<file path="config.mk">
export PLATFORM = sky130hd
export DESIGN_NAME = serial_adder
export DESIGN_NICKNAME = d
export VERILOG_FILES = /design/src/rtl/serial_adder_pkg.sv /design/src/rtl/serial_adder_fa.sv /design/src/rtl/serial_adder.sv
export SDC_FILE = /design/constraint.sdc
export NUM_CORES = 1
export LEC_CHECK = 0
export ABC_AREA = 1
export ABC_CLOCK_PERIOD_IN_PS = 1100
export CAP_MARGIN = 10
export CORE_ASPECT_RATIO = 0.9
export CORE_MARGIN = 5
export CORE_UTILIZATION = 45
export DETAILED_ROUTE_END_ITERATION = 16
export PLACE_DENSITY = 0.76
export SYNTH_ARGS = -nofsm -noshare
export SYNTH_HDL_FRONTEND = slang
export SYNTH_SLANG_ARGS = --single-unit
</file>
<file path="constraint.sdc">
create_clock -name clk -period 1.1 [get_ports clk]
set_input_delay 0.11 -clock clk [delete_from_list [all_inputs] [get_ports clk]]
set_output_delay 0.11 -clock clk [all_outputs]
set_load 0.02 [all_outputs]
</file>
<file path="src/rtl/serial_adder_pkg.sv">
// ============================================================================
// Module  : serial_adder_pkg
// Brief   : Shared state encoding and sizing helper for the bit-serial adder.
// Revision: 1.0 - initial release
// ============================================================================
`default_nettype none

package serial_adder_pkg;

  typedef enum logic [1:0] {
    ST_IDLE = 2'd0,
    ST_RUN  = 2'd1,
    ST_DONE = 2'd2
  } state_e;

  // One spare bit so the counter can represent WIDTH itself even when WIDTH is a power of two.
  function automatic int cnt_width(input int width);
    return $clog2(width) + 1;
  endfunction

endpackage

`default_nettype wire

</file>
<file path="src/rtl/serial_adder_fa.sv">
// ============================================================================
// Module  : serial_adder_fa
// Brief   : Single-bit full-adder cell.
// Revision: 1.0 - initial release
// ============================================================================
`default_nettype none

module serial_adder_fa (
  input  logic a,
  input  logic b,
  input  logic cin,
  output logic sum,
  output logic cout
);

  assign sum  = a ^ b ^ cin;
  assign cout = (a & b) | (a & cin) | (b & cin);

endmodule

`default_nettype wire

</file>
<file path="src/rtl/serial_adder.sv">
// ============================================================================
// Module  : serial_adder
// Brief   : Bit-serial WIDTH-bit adder; one bit pair per clock, LSB first,
//           with valid/ready handshakes on operands and result.
// Revision: 1.0 - initial release
// ============================================================================
`default_nettype none

module serial_adder
  import serial_adder_pkg::*;
#(
  parameter int WIDTH = 8
) (
  input  logic             clk,
  input  logic             rst_n,
  input  logic             start_valid,
  output logic             start_ready,
  input  logic [WIDTH-1:0] a_in,
  input  logic [WIDTH-1:0] b_in,
  input  logic             cin,
  output logic [WIDTH-1:0] sum_out,
  output logic             cout,
  output logic             done_valid,
  input  logic             done_ready
);

  localparam int                 c_cnt_w   = cnt_width(WIDTH);
  localparam logic [c_cnt_w-1:0] c_last    = c_cnt_w'(WIDTH - 1);
  localparam logic [c_cnt_w-1:0] c_one     = c_cnt_w'(1);
  localparam logic [1:0]         c_st_idle = ST_IDLE;
  localparam logic [1:0]         c_st_run  = ST_RUN;
  localparam logic [1:0]         c_st_done = ST_DONE;

  logic [1:0]         r_state;
  logic [WIDTH-1:0]   r_a_sh;
  logic [WIDTH-1:0]   r_b_sh;
  logic [WIDTH-1:0]   r_sum_sh;
  logic               r_carry;
  logic [c_cnt_w-1:0] r_bit_cnt;

  logic               w_s;
  logic               w_c;
  logic               w_start_fire;
  logic [WIDTH-1:0]   w_sum_next;

  serial_adder_fa u_fa (
    .a    (r_a_sh[0]),
    .b    (r_b_sh[0]),
    .cin  (r_carry),
    .sum  (w_s),
    .cout (w_c)
  );

  // New sum bits enter at the MSB so bit i lands in place after WIDTH shifts.
  generate
    if (WIDTH == 1) begin : g_sum_w1
      assign w_sum_next = w_s;
    end else begin : g_sum_wn
      assign w_sum_next = {w_s, r_sum_sh[WIDTH-1:1]};
    end
  endgenerate

  assign start_ready  = (r_state == c_st_idle);
  assign done_valid   = (r_state == c_st_done);
  assign w_start_fire = start_valid && start_ready;
  assign sum_out      = r_sum_sh;
  assign cout         = r_carry;

  always_ff @(posedge clk or negedge rst_n) begin
    if (!rst_n) begin
      r_state   <= c_st_idle;
      r_a_sh    <= '0;
      r_b_sh    <= '0;
      r_sum_sh  <= '0;
      r_carry   <= 1'b0;
      r_bit_cnt <= '0;
    end else begin
      case (r_state)
        c_st_idle: begin
          if (w_start_fire) begin
            r_a_sh    <= a_in;
            r_b_sh    <= b_in;
            r_carry   <= cin;
            r_sum_sh  <= '0;
            r_bit_cnt <= '0;
            r_state   <= c_st_run;
          end
        end
        c_st_run: begin
          r_sum_sh  <= w_sum_next;
          r_a_sh    <= r_a_sh >> 1;
          r_b_sh    <= r_b_sh >> 1;
          r_carry   <= w_c;
          r_bit_cnt <= r_bit_cnt + c_one;
          if (r_bit_cnt == c_last) begin
            r_state <= c_st_done;
          end
        end
        c_st_done: begin
          if (done_ready) begin
            r_state <= c_st_idle;
          end
        end
        default: r_state <= c_st_idle;
      endcase
    end
  end

endmodule

`default_nettype wire

</file>
==> impl_metrics.csv <==
group,metric,value,unit
status,status,"finished, violations left",
status,violations,"negative setup slack",
pwr,p_leak,0.977,nW
synthesis,ys_warn_count,0,
global_route,grt_max_degree,32,
floorplan,ios,32,
worst_setup_path,start_kind,"flop",
global_route,grt_use_total,0.179,
timing,fin_setup_tns,-526,ps
cells_and_area,stdcell_area,0.00201,mm²
pwr,pwr-share-clk,0.146,
worst_setup_path,critPathKind,"reg -> reg",
timing,rsz0062_at_grt,"yes",
cts,cts_tree,"yes",
drt,num_vias,1327,
worst_setup_path,crit_chain,"inv_2 -> nand2_8 -> buf_4 -> or2_4 -> nand3_2",
worst_setup_path,worst-path-buf-inv,2,
cts,clkLatencyLatePin,350,ps
global_route,use_met3,0.0470,
floorplan,dieArea,0.00448,mm²
place,place_congestion,0.829,
cells_and_area,final_cell_mix,"58 x nand3_1, 35 x nand2_1, 28 x dfrtp_1",
global_route,grt_pass1_vias,1301,
pwr,power,5.32,mW
place,dp_cells,241,
run,maxCapViolations,0,
worst_setup_path,slowest_stage,"dfrtp_2",
cts,cts-buffers-inserted,5,
cts,cts_sinks,31,
floorplan,start_util,0.472,
timing,hold_ws,122,ps
timing,finalHoldViolCount,0,
hold_path,min_path_type,"in -> async",
worst_setup_path,cp.required,1390,ps
timing,min_period,1200,ps
cells_and_area,diodes,0,
worst_setup_path,end_kind,"flop",
floorplan,die_width,70.0,µm
pwr,switching_share,0.407,
cells_and_area,multiInputGateArea,608,µm²
synthesis,syn_avg_cell_area,8.89,µm²
cts,cts-root-buf,"clkbuf_4",
timing,setup_ws,-97.4,ps
pwr,combPwrFrac,0.486,
pwr,internal_power,3.15,mW
pwr,p_per_area,2650,mW/mm²
worst_setup_path,max_stage_delay,460,ps
floorplan,std_cell_rows,19,
timing,setup_viol,16,
place,portBuffers,31,
cts,clkSlewWorstSetupHoldPaths,100,ps
synthesis,syn-instance-count,164,
drt,wl_per_cell,14.7,µm
synthesis,synth-seq-cells,31,
drt,dr.pass1.iters,4,
timing,relSlewSlack,0.868,
timing,finalMaxSlewViolations,0,
drt,routed_via_density,5.31,
timing,max_freq,835,MHz
synthesis,yosysSeqAreaShare,0.532,
pwr,p_seq_frac,0.367,
global_route,antenna_found_initial,0,
global_route,met1_usage,0.224,
synthesis,synth_cell_types,21,
timing,worstMarginPinSlew,198,ps
pwr,switchingPower,2.16,mW
global_route,gr-total-overflow,0,
global_route,grt_use_met2,0.282,
worst_setup_path,path_delay_family,"flip-flops",
drt,drtIter0Drc,79,
floorplan,core-area,0.00309,mm²
pwr,peakVddDrop,0.00131,V
drt,drcViolationCount,0,
cells_and_area,fin_nets,230,
cells_and_area,syn_to_final_growth,37.9,%
cts,clockBufferDepth,2,
cells_and_area,regArea,779,µm²
floorplan,chipHeight,64.0,µm
cts,htreeDepth,2,
global_route,grt_pass1_wl,6.27,mm
place,dpl_cell_area,0.00189,mm²
drt,routed_wl,3.67,mm
worst_setup_path,cp.arrival,1490,ps
synthesis,synth.net_count,187,
worst_setup_path,crit_fanout,5,
timing,skew,10.1,ps
global_route,top_usage_layer,"met2",
cells_and_area,final_layout_size_suffix_gt1_frac,0.264,
drt,ant_nets,0,
timing,post-route-period-util,1.09,
place,place_hpwl,2.43,mm
cells_and_area,instances_no_fill,250,
cells_and_area,n_fill_cell,281,
cells_and_area,final_common_cell,"nand3_1",
synthesis,syn_area,0.00146,mm²
-- power by group through the flow --
stage	Sequential, mW	Clock (mW)	Combinational (mW)
after floorplan	2.07	0	1.33
after global placement	1.92	0	2.29
after detailed placement	1.96	0	2.36
after CTS	1.93	0.791	2.51
after global routing	2.03	0.844	2.81
final	1.95	0.778	2.59
-- per-layer routing --
| layer | up-vias | part of all wire |
|---|---|---|
| met3 | 6 | 0.060 |
| met5 | - | 0 |
| li1 | 637 | - |
| met1 | 638 | 0.43 |
| met2 | 46 | 0.50 |
| met4 | 0 | 0.017 |
-- through the flow --
stage / worst slack, ps / utilization
after floorplan: -50.9 / -
after CTS: -108 / 0.643
final: -97.4 / 0.650
after global routing: -146 / 0.650
after global placement: -174 / 0.613
after detailed placement: -182 / 0.613
-- cells by family (layout without fill, tap and decap cells) --
kind of cell             Yosys count  count (layout)  share of synthesized area
AND/OR/NAND/NOR                  104             104                      0.335
flip-flops                        31              31                      0.532
adder cells (fa/ha/maj)            2               2                     0.0223
AO/OA/AOI/OAI                      6               6                     0.0223
buffers and inverters             20              64                     0.0824
XOR/XNOR                           1               1                    0.00601
-- registers in the layout (all words and copies together) (netlist names) --
signal,count
r_bit_cnt,4
r_state,2
r_b_sh,8
cout,1
sum_out,8
r_a_sh,8
-- cell usage after synthesis --
library cell	count	area (µm²)
buf_2	4	20.0
ha_1	1	12.5
inv_2	1	3.75
o22ai_1	2	12.5
nor2_4	1	11.3
nand2_4	1	11.3
nand3_1	60	300
nor2_1	2	7.51
inv_4	1	6.26
buf_4	4	30.0
inv_1	7	26.3
nand2_1	37	139
dfrtp_1	31	776
a21oi_1	1	5.00
or2_2	1	6.26
buf_6	3	33.8
o21ai_0	3	15.0
fa_1	1	20.0
xnor2_1	1	8.76
nand2_2	1	6.26
nand4_1	1	6.26
-- area by class of cell --
class	count	area share
clock buffers	8	0.0342
inverters	9	0.0205
well taps	42	0.0262
repair buffers	47	0.229
multi-input cells	113	0.303
flip-flops and latches	31	0.388
-- worst register-to-register path, cell delays in order, from the launching register on --
cell and delay, ps:
dfrtp_2 460, inv_2 140, nand2_8 110, buf_4 170, or2_4 220, nand3_2 50
-- path summary, 6_finish.rpt --
| kind | start | cells past startpoint | slack, ps | to |
|---|---|---|---|---|
| min in group clk | b_in[7] | 3 | 300 | r_b_sh[7] |
| worst min register to register | r_a_sh[5] | 2 | 510 | r_a_sh[4] |
| max in group asynchronous | rst_n | 2 | 790 | cout |
| worst min-delay path | rst_n | 2 | 120 | r_bit_cnt[3] |
| worst max register to register | r_state[1] | 5 | -100 | cout |
| worst max-delay path | r_state[1] | 5 | -100 | cout |
-- what timing repair did --
action                     in CTS  in global routing
resized for setup              60                 10
setup buffers                   0                  0
setup endpoints to repair      21                 34
hold buffers                    0                  0
gates cloned                    1                  0
pin swaps                       1                  1
(Power assumes the default switching activity.)
